## config.mk

```make
export PLATFORM = sky130hd
export DESIGN_NAME = fxdiv_seq
export DESIGN_NICKNAME = d
export VERILOG_FILES = /design/src/rtl/fxdiv_seq.sv
export SDC_FILE = /design/constraint.sdc
export NUM_CORES = 1
export LEC_CHECK = 0
export CAP_MARGIN = 20
export CORE_MARGIN = 2
export CORE_UTILIZATION = 55
export CTS_CLUSTER_SIZE = 40
export DETAILED_ROUTE_END_ITERATION = 10
export PLACE_DENSITY = 0.8
export SYNTH_ARGS = -nofsm -noshare
export SYNTH_HDL_FRONTEND = slang
export SYNTH_SLANG_ARGS = --single-unit
```

## constraint.sdc

```tcl
create_clock -name clk -period 6.8 [get_ports clk]
set_input_delay 1.36 -clock clk [delete_from_list [all_inputs] [get_ports clk]]
set_output_delay 1.36 -clock clk [all_outputs]
set_load 0.03 [all_outputs]
```

## src/rtl/fxdiv_seq.sv

```systemverilog
// Sequential signed fixed-point divider (restoring radix-2, one quotient bit per clock).
// Build option FXDIV_SAT_EN: saturate the quotient on overflow instead of wrapping.
module fxdiv_seq #(
    parameter int unsigned WIDTH        = 32,
    parameter int unsigned DECIMAL_BITS = 16
) (
    input  logic             clk,
    input  logic             reset_n,
    input  logic             in_valid,
    output logic             in_ready,
    input  logic [WIDTH-1:0] a_in,
    input  logic [WIDTH-1:0] b_in,
    output logic             out_valid,
    input  logic             out_ready,
    output logic [WIDTH-1:0] quot_out,
    output logic             div0_out,
    output logic             ovf_out
);

    localparam int unsigned NumBits = WIDTH + DECIMAL_BITS;
    localparam int unsigned CntW    = $clog2(NumBits);

    localparam logic [WIDTH-1:0] MaxPos = {1'b0, {(WIDTH-1){1'b1}}};
    localparam logic [WIDTH-1:0] MaxNeg = {1'b1, {(WIDTH-1){1'b0}}};

    typedef enum logic [1:0] {StIdle, StDiv, StDone} state_e;

    state_e             state_q;
    logic [CntW-1:0]    cnt_q;
    logic               sign_q;
    logic [WIDTH-1:0]   b_mag_q;
    logic [WIDTH-1:0]   rem_q;
    logic [NumBits-1:0] num_q;
    logic [NumBits-2:0] q_q;

    logic [WIDTH-1:0]   a_abs;
    logic [WIDTH-1:0]   b_abs;
    logic [WIDTH:0]     rem_shift;
    logic [WIDTH-1:0]   rem_diff;
    logic [WIDTH-1:0]   rem_next;
    logic               rem_ge;
    logic [NumBits-1:0] q_next;
    logic [NumBits-1:0] ovf_lim;
    logic               ovf_next;
    logic [WIDTH-1:0]   quot_wrap;
    logic [WIDTH-1:0]   quot_next;

    // Unsigned magnitudes; the most negative value maps onto 2^(WIDTH-1) exactly.
    always_comb begin
        a_abs = a_in[WIDTH-1] ? -a_in : a_in;
        b_abs = b_in[WIDTH-1] ? -b_in : b_in;
    end

    always_comb begin
        rem_shift = {rem_q, num_q[NumBits-1]};
        rem_ge    = rem_shift >= {1'b0, b_mag_q};
        rem_diff  = rem_shift[WIDTH-1:0] - b_mag_q;
        rem_next  = rem_ge ? rem_diff : rem_shift[WIDTH-1:0];
        q_next    = {q_q, rem_ge};

        // A negative result may reach magnitude 2^(WIDTH-1), a positive one only 2^(WIDTH-1)-1.
        ovf_lim   = sign_q ? NumBits'(MaxNeg) : NumBits'(MaxPos);
        ovf_next  = q_next > ovf_lim;
        quot_wrap = sign_q ? -q_next[WIDTH-1:0] : q_next[WIDTH-1:0];
`ifdef FXDIV_SAT_EN
        quot_next = ovf_next ? (sign_q ? MaxNeg : MaxPos) : quot_wrap;
`else
        quot_next = quot_wrap;
`endif
    end

    always_ff @(posedge clk or negedge reset_n) begin
        if (!reset_n) begin
            state_q   <= StIdle;
            cnt_q     <= '0;
            sign_q    <= 1'b0;
            b_mag_q   <= '0;
            rem_q     <= '0;
            num_q     <= '0;
            q_q       <= '0;
            in_ready  <= 1'b1;
            out_valid <= 1'b0;
            quot_out  <= '0;
            div0_out  <= 1'b0;
            ovf_out   <= 1'b0;
        end else begin
            case (state_q)
                StIdle: begin
                    if (in_valid) begin
                        sign_q   <= a_in[WIDTH-1] ^ b_in[WIDTH-1];
                        b_mag_q  <= b_abs;
                        rem_q    <= '0;
                        num_q    <= NumBits'(a_abs) << DECIMAL_BITS;
                        q_q      <= '0;
                        in_ready <= 1'b0;
                        if (b_in == '0) begin
                            state_q   <= StDone;
                            out_valid <= 1'b1;
                            div0_out  <= 1'b1;
                            ovf_out   <= 1'b0;
                            quot_out  <= a_in[WIDTH-1] ? MaxNeg : MaxPos;
                        end else begin
                            state_q <= StDiv;
                            cnt_q   <= CntW'(NumBits - 1);
                        end
                    end
                end
                StDiv: begin
                    rem_q <= rem_next;
                    num_q <= {num_q[NumBits-2:0], 1'b0};
                    q_q   <= q_next[NumBits-2:0];
                    if (cnt_q == '0) begin
                        state_q   <= StDone;
                        out_valid <= 1'b1;
                        quot_out  <= quot_next;
                        div0_out  <= 1'b0;
                        ovf_out   <= ovf_next;
                    end else begin
                        cnt_q <= cnt_q - 1'b1;
                    end
                end
                StDone: begin
                    if (out_ready) begin
                        state_q   <= StIdle;
                        out_valid <= 1'b0;
                        in_ready  <= 1'b1;
                    end
                end
                default: begin
                    state_q   <= StIdle;
                    out_valid <= 1'b0;
                    in_ready  <= 1'b1;
                end
            endcase
        end
    end

endmodule

```

---- Word-level counts from Yosys, hierarchy flattened ----
Index checks and enable logic that the tools add are counted.
cells by class
  $add $sub $neg .......................... 5
  order comparisons ....................... 2
  equality and inequality tests ........... 8
  mux-type cells .......................... 39
  bitwise gates (word level) .............. 2
  reduce and logical (&&, ||, !) cells .... 11
operators by type and width
  kind                 number
  $mux 32              10
  $pmux 32 s2          2
  $neg 32->32          3
  $pmux 48 s2          1
  $pmux 47 s2          1
  $gt 48x32->1         1
  $mux 48              1
  $mux 47              1
  $ge 33x32->1         1
  $logic_not 32->1     1
  $sub 32x32->32       1
  $mux 6               3
  $ne 2x2->1 const B   6
  $pmux 6 s2           1
  $reduce_and 4->1     3
  $mux 1               10
  $mux 2               4
  $logic_not 6->1      1
  $pmux 1 s3           2
  $pmux 2 s3           1
  $reduce_and 3->1     2
  $sub 6x1->6 const B  1
  $pmux 1 s2           2
  $reduce_and 2->1     2
  6 further kinds      6
word-level totals
  register bits after elaboration ......... 204
  input bits .............................. 68
  output and inout bits ................... 36

---- Depth between registers and ports, before layout ----
Gate-level depths: netlist of the first run.
  depth after elaboration ................. 5
  gate-level depth with buffers ........... 21
  gate-level depth less buffers ........... 19

---- Worst setup path after synthesis of the first run ----
OpenSTA, ideal clock, no wires.
  path type ............................... register to register
  start point ............................. reg rem_q[25]
  end point ............................... reg quot_out[30]
  arrival time ............................ 3.630 ns
  data required time ...................... 6.667 ns
  setup slack ............................. 3.038 ns
  stages on the path, launching flop included .. 20
  clock period less this slack ............ 3.762 ns
  cells stage by stage .................... dfrtp_1 > ha_1 > buf_6 > a21o_1 > a311oi_2 > o21ai_1 > a211o_1 > a21oi_1 > nor2_2 > clkinv_1 > buf_2 > ha_1 > and2_1 > nand3_1 > o21ai_1 > and3_1 > buf_2 > nand2_1 > o21ai_0 > o31ai_1
between the ends
  word-level cells in the longest chain between the ends .. 5
ends and longest elaborated chain
  item                    line  text
  from (decl)             32    logic [WIDTH-1:0] rem_q;
  from (signal assigned)  109   rem_q <= rem_next;
  $ge 33x32->1            56    rem_ge = rem_shift >= {1'b0, b_mag_q};
  $neg 32->32             64    quot_wrap = sign_q ? -q_next[WIDTH-1:0] : q_next[WIDTH-1:0];
  $mux 32                 64
  $mux 32                 112   if (cnt_q == '0) begin
  $pmux 32 s2             87    case (state_q)
  to (signal assigned)    101   quot_out <= a_in[WIDTH-1] ? MaxNeg : MaxPos;
  to (signal assigned)    115   quot_out <= quot_next;
  to (decl)               15    output logic [WIDTH-1:0] quot_out,
Every way passes these cells. The select of a mux whose other input is x is not followed.
A chain may end at the register's enable or synchronous reset.

---- Worst setup path after layout of the first run ----
  start point ............................. reg b_mag_q[1]
  end point ............................... reg ovf_out
between the ends
  word-level cells in the longest chain between the ends .. 4
ends and longest elaborated chain
  item                    line  text
  from (decl)             31    logic [WIDTH-1:0] b_mag_q;
  from (signal assigned)  91    b_mag_q <= b_abs;
  $ge 33x32->1            56
  $gt 48x32->1            63    ovf_next = q_next > ovf_lim;
  $mux 1                  112
  $pmux 1 s2              87
  to (signal assigned)    117   ovf_out <= ovf_next;
  to (decl)               17    output logic ovf_out
Every way passes these cells. The select of a mux whose other input is x is not followed.

==> results.sh, run 1 <==
export IMPL_ys_seq_elements=188
export IMPL_grtUsageTotal_pct=26.6
export IMPL_wire_per_inst_um=17.2
export IMPL_cts_buffers=17
export IMPL_wirelength_mm=29.1
export IMPL_die_h_um=151
export IMPL_startpoint_type="flip-flop"
export IMPL_end_kind="flip-flop"
export IMPL_grt_pass1_wl_mm=48.8
export IMPL_holdPathStages=2
export IMPL_clock_sinks=188
export IMPL_antenna_found_initial=0
export IMPL_min_period_ps=4650
export IMPL_layout_cells_most_common_list="dfrtp_1, o21ai_0, nand2_1"
export IMPL_diodes=0
export IMPL_crit_path_end="ovf_out"
export IMPL_drv_slew=0
export IMPL_finalHoldViolations=0
export IMPL_cp_buffers_inverters=3
export IMPL_worst_slew_pin_slew_ps=890
export IMPL_initial_core_util_pct=56.3
export IMPL_ys_types=82
export IMPL_leakage_nw=5.98
export IMPL_r2r_setup_slack_ps=2150
export IMPL_dp_hpwl_mm=20.1
export IMPL_seq_area_frac_synth_pct=39.5
export IMPL_cp_slowest_cell="a2111oi_4"
export IMPL_mostFrequentLayoutCell="dfrtp_1"
export IMPL_rsz0062_at_grt="no"
export IMPL_grt_pass1_vias=9921
export IMPL_power_density_nw_per_um2=546
export IMPL_drc=0
export IMPL_seqPwrFrac_pct=28.3
export IMPL_clock_path_buffers=2
export IMPL_setup_viol=0
export IMPL_finalWorstSetupSlack_ps=2150
export IMPL_drive_above_1_share_pct=5.95
export IMPL_io_pins=104
export IMPL_cts_tree="built"
export IMPL_p_int_w=0.00404
export IMPL_vdd_drop_max_mv=0.268
export IMPL_synthCells=1336
export IMPL_r2r_cells=20
export IMPL_areaGrowthSynthToFinish_pct=15.1
export IMPL_synth_ff_type="dfrtp_1"
export IMPL_power_clock_fraction_pct=13.8
export IMPL_worstHoldPathType="reg -> reg"
export IMPL_critical_path_top_delay_family="compound AO/OA/AOI/OAI gates"
export IMPL_ctsHoldBuffers=0
export IMPL_ant_nets=0
export IMPL_io_buffers=103
export IMPL_r2r_start="b_mag_q[1]"
export IMPL_startpoint="b_mag_q[1]"
export IMPL_drt_iter0_drc=750
export IMPL_post_route_util_pct=64.8
export IMPL_cap_violations=0
export IMPL_setup_tns_ps=0
export IMPL_core_area_um2=21200
export IMPL_die_area_um2=22900
export IMPL_switching_share_pct=46.0
export IMPL_fp_dieW_um=151
export IMPL_grt_overflow=0
export IMPL_skew_ps=11.6
export IMPL_clk_pin_slew_ps=70
export IMPL_vias=10300
export IMPL_reg2reg_to="ovf_out"
export IMPL_finalCritPeriodShare_pct=68.3
export IMPL_cts_resized=0
export IMPL_status="complete, no violations"
export IMPL_required_ps=7130
export IMPL_comb_power_share_pct=57.8
export IMPL_relSlewSlack_pct=40.5
export IMPL_dp_slack_ps=1780
export IMPL_synthArstFlopShare_pct=100
export IMPL_cp_depth=20
export IMPL_h_tree_depth=4
export IMPL_syn_area_um2=11900
export IMPL_fmax_mhz=215
export IMPL_crit_fanout=43
export IMPL_post_cts_buffers=0
export IMPL_arrival_ps=4980
export IMPL_p_switching_w=0.00345
export IMPL_viasPerCell=6.13
export IMPL_crit_type="reg -> reg"
export IMPL_rows=53
export IMPL_yosys_warnings=0
export IMPL_nNetsFinal=1537
export IMPL_synth_edf_count=0
export IMPL_place_gp_congestion=0.893
export IMPL_insertion_delay_ps=440
export IMPL_root_buffer="clkbuf_16"
export IMPL_avgSynthCellArea_um2=8.92
export IMPL_grt_max_degree=83
export IMPL_path_cells="inv_1 > ha_1 > nor2b_1 > o31a_1 > o211ai_2 > o22ai_4 > a2111oi_4 > nor2_2 > clkinv_1 > buf_4 > ha_1 > nor2b_1 > o21a_1 > o21a_1 > o21ai_0 > nand2b_1 > a21oi_1 > o211a_1 > o211ai_1 > a22o_1"
export IMPL_cpPeakStageDelay_ps=560
export IMPL_dr_pass1_iters=5
export IMPL_syn_nets=1474
worst reg2reg max path, cell delays in order (launching register included):
cell and delay (ps):
dfrtp_1 400, inv_1 60, ha_1 310, nor2b_1 150, o31a_1 290, o211ai_2 340, o22ai_4 170, a2111oi_4 560
nor2_2 260, clkinv_1 130, buf_4 420, ha_1 250, nor2b_1 50, o21a_1 170, o21a_1 170, o21ai_0 150
nand2b_1 70, a21oi_1 140, o211a_1 190, o211ai_1 90, a22o_1 200
Yosys cell counts, types with 22 or more instances:
cell type  count  area share (%)
a21oi_1       88             3.7
a22o_1        46             3.4
nand2_1      160             5.0
nor3_1        23            0.97
xor2_1        60             4.4
dfrtp_1      187              39
o21ai_0      165             6.9
a22oi_1       22             1.4
inv_1         51             1.6
nor2_1        58             1.8
xnor2_1       43             3.2
o31ai_1       25             1.6
o22ai_1       36             1.9
clkbuf_1      53             1.7
ha_1          69             7.2
power by group through the flow:
stage	combinational [W]	clock, W	sequential (W)
2_1_floorplan	0.00315	0	0.00216
3_3_place_gp	0.00413	0	0.00210
3_5_place_dp	0.00427	0	0.00212
4_1_cts	0.00431	0.00105	0.00211
5_1_grt	0.00487	0.00110	0.00219
6_report	0.00433	0.00104	0.00212
worst min path at each step:
stage,from,endpoint
5_1_grt,quot_out[4],quot_out[4]
4_1_cts,quot_out[14],quot_out[14]
2_1_floorplan,b_mag_q[10],b_mag_q[10]
3_5_place_dp,quot_out[14],quot_out[14]
6_report,quot_out[14],quot_out[14]
3_3_place_gp,b_mag_q[3],b_mag_q[3]
stage by stage:
step | cell area [µm²] | hold slack [ps] | total power, W | cells
6_report | 13700 | 477 | 0.00749 | 1687
4_1_cts | 13700 | 485 | 0.00747 | 1686
2_1_floorplan | 11900 | 450 | 0.00531 | 1336
3_5_place_dp | 13100 | 470 | 0.00639 | 1654
5_1_grt | 13700 | 510 | 0.00815 | 1687
3_3_place_gp | 13100 | 463 | 0.00623 | 1654
cell families (layout without fill, tap and decap cells):
group / count (synthesis) / after routing / share of synthesized area [%]
compound gates: 476 / 476 / 25.7
simple gates: 367 / 367 / 14.8
flops: 188 / 188 / 39.5
buf+inv: 124 / 200 / 4.30
xor+xnor: 103 / 103 / 7.57
fa+ha+maj: 70 / 70 / 7.41
mux: 8 / 8 / 0.682
state kept, by name, summed over array words and instances, names as in the netlist:
name	count
b_mag_q	32
cnt_q	6
div0_out	1
in_ready	1
num_q	32
out_valid	1
ovf_out	1
q_q	47
quot_out	32
rem_q	32
sign_q	1
state_q	2
final cells by class:
cell class,count,area [µm²]
sequential,188,4710
tap,275,344
inverter,54,203
timing repair buffer,114,1120
multi-input combinational,1024,6730
clock inverter,12,148
clock buffer,20,467
fill,1739,7440
layer usage:
layer | GRT usage (%) | wire, µm
met1 | 37.3 | 13400
met2 | 43.2 | 13700
met3 | 3.46 | 1450
met4 | 7.62 | 465
met5 | 0 | 0
No activity file was read; power rests on OpenSTA's default activity.
==> run 2: changes to the inputs <==
--- a/config.mk
+++ b/config.mk
@@ -7,7 +7,7 @@
 export LEC_CHECK = 0
 export CAP_MARGIN = 20
 export CORE_MARGIN = 2
-export CORE_UTILIZATION = 55
+export CORE_UTILIZATION = 53
 export CTS_CLUSTER_SIZE = 40
 export DETAILED_ROUTE_END_ITERATION = 10
 export PLACE_DENSITY = 0.8
==> constraint.sdc (replaced) <==
create_clock -name clk -period 3.8 [get_ports clk]
set_input_delay 0.76 -clock clk [delete_from_list [all_inputs] [get_ports clk]]
set_output_delay 0.76 -clock clk [all_outputs]
set_load 0.03 [all_outputs]
==> results.sh, run 2 (synthesis results as in run 1) <==
export IMPL_status="complete, no violations"
export IMPL_cp_buffers_inverters=2
export IMPL_end_kind="flip-flop"
export IMPL_regArea_um2=4710
export IMPL_cts_buffers=17
export IMPL_instances_no_fill=1730
export IMPL_startpoint_type="flip-flop"
export IMPL_drive_above_1_share_pct=8.83
export IMPL_setup_tns_ps=0
export IMPL_p_total_w=0.0139
export IMPL_rows=54
export IMPL_worstHoldPathType="in -> async"
export IMPL_arrival_ps=3910
export IMPL_wirelength_mm=30.2
export IMPL_dp_hpwl_mm=21.4
export IMPL_cap_violations=0
export IMPL_regMostFlops="q_q"
export IMPL_skew_ps=11.2
export IMPL_fmax_mhz=280
export IMPL_crit_type="reg -> reg"
export IMPL_drv_slew=0
export IMPL_leakage_nw=6.18
export IMPL_grt_max_degree=83
export IMPL_wire_per_inst_um=17.5
export IMPL_grt_overflow=0
export IMPL_layout_cells_most_common_list="dfrtp_1, o21ai_0, nand2_1"
export IMPL_largest_register_ffs=47
export IMPL_grt_pass1_vias=10200
export IMPL_io_buffers=103
export IMPL_required_ps=4140
export IMPL_ctsHoldBuffers=0
export IMPL_root_buffer="clkbuf_16"
export IMPL_power_density_nw_per_um2=984
export IMPL_setup_viol=0
export IMPL_mostFrequentLayoutCell="dfrtp_1"
export IMPL_core_area_um2=22000
export IMPL_areaGrowthSynthToFinish_pct=18.3
export IMPL_dp_slack_ps=-0.826
export IMPL_dp_cells=1697
export IMPL_fp_dieW_um=154
export IMPL_initial_core_util_pct=54.3
export IMPL_insertion_delay_ps=440
export IMPL_finalHoldViolations=0
export IMPL_relSlewSlack_pct=49.4
export IMPL_diodes=0
export IMPL_min_period_ps=3570
export IMPL_drc=0
export IMPL_io_pins=104
export IMPL_place_gp_congestion=0.912
export IMPL_clk_pin_slew_ps=70
export IMPL_h_tree_depth=4
export IMPL_multiInputGateArea_um2=6760
export IMPL_cp_slowest_cell="dfrtp_1"
export IMPL_grtUsageTotal_pct=25.7
export IMPL_critical_path_top_delay_family="compound AO/OA/AOI/OAI gates"
export IMPL_worst_slew_pin_slew_ps=758
export IMPL_crit_fanout=5
export IMPL_clock_sinks=188
export IMPL_clock_path_buffers=2
export IMPL_vdd_drop_max_mv=0.491
export IMPL_finalWorstSetupSlack_ps=227
export IMPL_drt_iter0_drc=819
export IMPL_dr_pass1_iters=5
export IMPL_finalCritPeriodShare_pct=94.0
export IMPL_cts_tree="built"
export IMPL_fin_hold_ws_ps=302
export IMPL_die_area_um2=23700
export IMPL_die_h_um=154
export IMPL_viasPerCell=6.19
export IMPL_path_cells="inv_1 > ha_1 > nor2b_1 > o31a_1 > o211ai_2 > o22ai_4 > a2111oi_4 > nor2_2 > inv_2 > ha_1 > nor2b_1 > o21a_1 > o21a_1 > o21ai_0 > nand2b_1 > a21oi_1 > o211a_1 > o211ai_1 > a22o_1"
export IMPL_vias=10700
export IMPL_nNetsFinal=1575
export IMPL_cpPeakStageDelay_ps=400
export IMPL_nFillCells=1773
export IMPL_grt_pass1_wl_mm=50.3
export IMPL_antenna_found_initial=0
export IMPL_ant_nets=0
run 2: changes by cell type in the layout (fill, tap and decap cells not counted), moves of 2 or more:
cell | previous run | this run
clkbuf_8 | 4 | 2
buf_4 | 10 | 46
a21oi_2 | 0 | 3
buf_12 | 0 | 3
a21oi_1 | 88 | 85
bufinv_16 | 2 | 4
run 2: per-layer routing:
metal / GRT usage (%) / routed length [µm]
met5: 0 / 0
met4: 8.06 / 515
met3: 4.59 / 1670
met2: 41.9 / 14300
met1: 35.1 / 13700
run 2: path summary, 6_finish.rpt:
check	start	end	slack, ps	cells past startpoint
setup / recovery	b_mag_q[1]	ovf_out	230	19
setup reg to reg	b_mag_q[1]	ovf_out	230	19
max in group asynchronous	reset_n	q_q[22]	2680	2
hold / removal	reset_n	quot_out[10]	300	1
hold reg to reg	quot_out[14]	quot_out[14]	480	2
min in group clk	quot_out[14]	quot_out[14]	480	2
run 2: layout make-up:
cell class | instances | share of cell area, %
Sequential cell | 188 | 33.4
Clock inverter | 13 | 1.43
Timing Repair Buffer | 152 | 10.2
Multi-Input combinational cell | 1024 | 47.9
Tap cell | 280 | 2.48
Inverter | 54 | 1.44
Clock buffer | 19 | 3.14
run 2: metrics by stage:
stage | area [µm²] | util [%]
after floorplan | 11900 | -
after global placement | 13400 | 61.1
after detailed placement | 13400 | 61.1
after CTS | 14100 | 64.0
after global routing | 14100 | 64.2
final | 14100 | 64.2
run 2: repair_timing:
item                                   in CTS  in global routing
setup endpoints to repair                   0                  6
endpoints found under the hold margin       0                  0
setup buffers                               0                  1
gates resized for setup                     0                  8
run 2: report_power, final:
part	switching, W	total (W)	leakage, nW	internal [W]
registers	0.000894	0.00385	2.36	0.00295
logic	0.00458	0.00805	3.51	0.00347
clock network	0.000837	0.00198	0.309	0.00114
==> run 3: changes to the inputs <==
--- a/config.mk
+++ b/config.mk
@@ -11,6 +11,7 @@
 export CTS_CLUSTER_SIZE = 40
 export DETAILED_ROUTE_END_ITERATION = 10
 export PLACE_DENSITY = 0.8
+export REMOVE_ABC_BUFFERS = 1
 export SYNTH_ARGS = -nofsm -noshare
 export SYNTH_HDL_FRONTEND = slang
 export SYNTH_SLANG_ARGS = --single-unit
==> results.sh, run 3 (synthesis results as in run 1) <==
export IMPL_crit_type="reg -> reg"
export IMPL_setup_tns_ps=0
export IMPL_grtUsageTotal_pct=25.9
export IMPL_switching_share_pct=45.6
export IMPL_viasPerCell=6.16
export IMPL_finalCritPeriodShare_pct=93.5
export IMPL_comb_power_share_pct=58.9
export IMPL_regArea_um2=4710
export IMPL_io_pins=104
export IMPL_setup_viol=0
export IMPL_core_area_um2=22000
export IMPL_mostFrequentLayoutCell="dfrtp_1"
export IMPL_multiInputGateArea_um2=6760
export IMPL_relSlewSlack_pct=38.5
export IMPL_layout_cells_most_common_list="dfrtp_1, o21ai_0, nand2_1"
export IMPL_grt_pass1_vias=10100
export IMPL_arrival_ps=3890
export IMPL_leakage_nw=6.16
export IMPL_regMostFlops="q_q"
export IMPL_ant_nets=0
export IMPL_crit_fanout=5
export IMPL_place_gp_congestion=0.924
export IMPL_power_clock_fraction_pct=13.3
export IMPL_diodes=0
export IMPL_required_ps=4140
export IMPL_drive_above_1_share_pct=8.61
export IMPL_antenna_found_initial=0
export IMPL_drt_iter0_drc=794
export IMPL_largest_register_ffs=47
export IMPL_initial_core_util_pct=54.3
export IMPL_min_period_ps=3550
export IMPL_die_h_um=154
export IMPL_p_int_w=0.00745
export IMPL_skew_ps=14.2
export IMPL_h_tree_depth=4
export IMPL_cts_tree="built"
export IMPL_nNetsFinal=1576
export IMPL_cap_violations=0
export IMPL_fmax_mhz=281
export IMPL_clk_pin_slew_ps=70
export IMPL_insertion_delay_ps=450
export IMPL_root_buffer="clkbuf_16"
export IMPL_dp_hpwl_mm=21.0
export IMPL_grt_pass1_wl_mm=50.3
export IMPL_vdd_drop_max_mv=0.515
export IMPL_status="complete, no violations"
export IMPL_dp_cells=1698
export IMPL_finalHoldViolations=0
export IMPL_post_route_util_pct=64.0
export IMPL_grt_overflow=0
export IMPL_vias=10700
export IMPL_instances_no_fill=1731
export IMPL_drv_slew=0
export IMPL_worst_slew_pin_slew_ps=922
export IMPL_worstHoldPathType="in -> async"
export IMPL_end_kind="flip-flop"
export IMPL_dr_pass1_iters=5
export IMPL_wire_per_inst_um=17.4
export IMPL_rsz0062_at_grt="no"
export IMPL_p_total_w=0.0137
export IMPL_drc=0
export IMPL_clock_path_buffers=2
export IMPL_seqPwrFrac_pct=27.8
export IMPL_fp_dieW_um=154
export IMPL_clock_sinks=188
export IMPL_power_density_nw_per_um2=973
export IMPL_areaGrowthSynthToFinish_pct=18.0
export IMPL_startpoint_type="flip-flop"
export IMPL_grt_max_degree=111
export IMPL_dp_slack_ps=12.7
export IMPL_cts_buffers=17
export IMPL_nFillCells=1805
export IMPL_wirelength_mm=30.1
export IMPL_io_buffers=103
export IMPL_p_switching_w=0.00624
export IMPL_die_area_um2=23700
export IMPL_finalWorstSetupSlack_ps=247
export IMPL_rows=54
## run 3: changes by cell type in the layout (fill, tap and decap cells not counted), moves of 2 or more
| cell | delta |
|---|---|
| clkbuf_1 | +2 |
| buf_4 | +2 |
| inv_8 | -2 |
| clkbuf_8 | +3 |
| bufinv_16 | -2 |
| inv_6 | -3 |
## run 3: cell type report
type	instances	area share, %
well taps	280	2.49
multi-input cells	1024	48.1
repair buffers	153	10.2
inverters	54	1.44
clock inverters	8	0.774
clock buffers	24	3.50
flip-flops and latches	188	33.5
## run 3: path summary, 6_finish.rpt
kind                              from          end  slack (ps)  depth (start not counted)
max in group asynchronous      reset_n     rem_q[6]        2460                          2
min                            reset_n  b_mag_q[26]         400                          1
max                        b_mag_q[26]      ovf_out         250                         19
min in group clk            b_mag_q[6]   b_mag_q[6]         480                          2
min reg2reg                 b_mag_q[6]   b_mag_q[6]         480                          2
max reg2reg                b_mag_q[26]      ovf_out         250                         19
## run 3: power by group through the flow
stage | sequential (W) | combinational (W) | clock, W
2_1_floorplan | 0.00392 | 0.00542 | 0
3_3_place_gp | 0.00377 | 0.00761 | 0
3_5_place_dp | 0.00381 | 0.00784 | 0
4_1_cts | 0.00378 | 0.00792 | 0.00184
5_1_grt | 0.00393 | 0.00902 | 0.00193
6_report | 0.00381 | 0.00805 | 0.00182
## run 3: critical path, stage by stage, from the launching register on
cell       delay, ps
dfrtp_1          350
inv_1             50
ha_1             300
a21o_1           190
a311oi_4         380
o21ai_1          110
a211o_1          340
a2111oi_4        250
nor2_2            70
clkinv_1         110
ha_1             150
nor2b_1           40
o21a_1           160
o21a_1           160
o21ai_0          150
nand2b_1          70
a21oi_1          140
o211a_1          150
o211ai_1          70
a22o_1           200
## run 3: metrics by stage
| step | area, µm² | hold WS, ps |
|---|---|---|
| 3_3_place_gp | 13400 | 463 |
| 3_5_place_dp | 13400 | 470 |
| 6_report | 14100 | 396 |
| 5_1_grt | 14100 | 494 |
| 2_1_floorplan | 11600 | 450 |
| 4_1_cts | 14000 | 465 |
## run 3: timing repair
action	in CTS	in global routing
gates resized for setup	0	7
endpoints found under the setup margin	0	6
hold buffers	0	0
setup buffers	0	1
## run 3: per-layer routing
metal	up-vias	part of all wire [%]	GRT usage, %
met5	-	0	0
met4	0	1.9	8.41
met3	51	4.6	3.04
met2	331	48	41.8
met1	5177	46	36.5
li1	5102	-	-
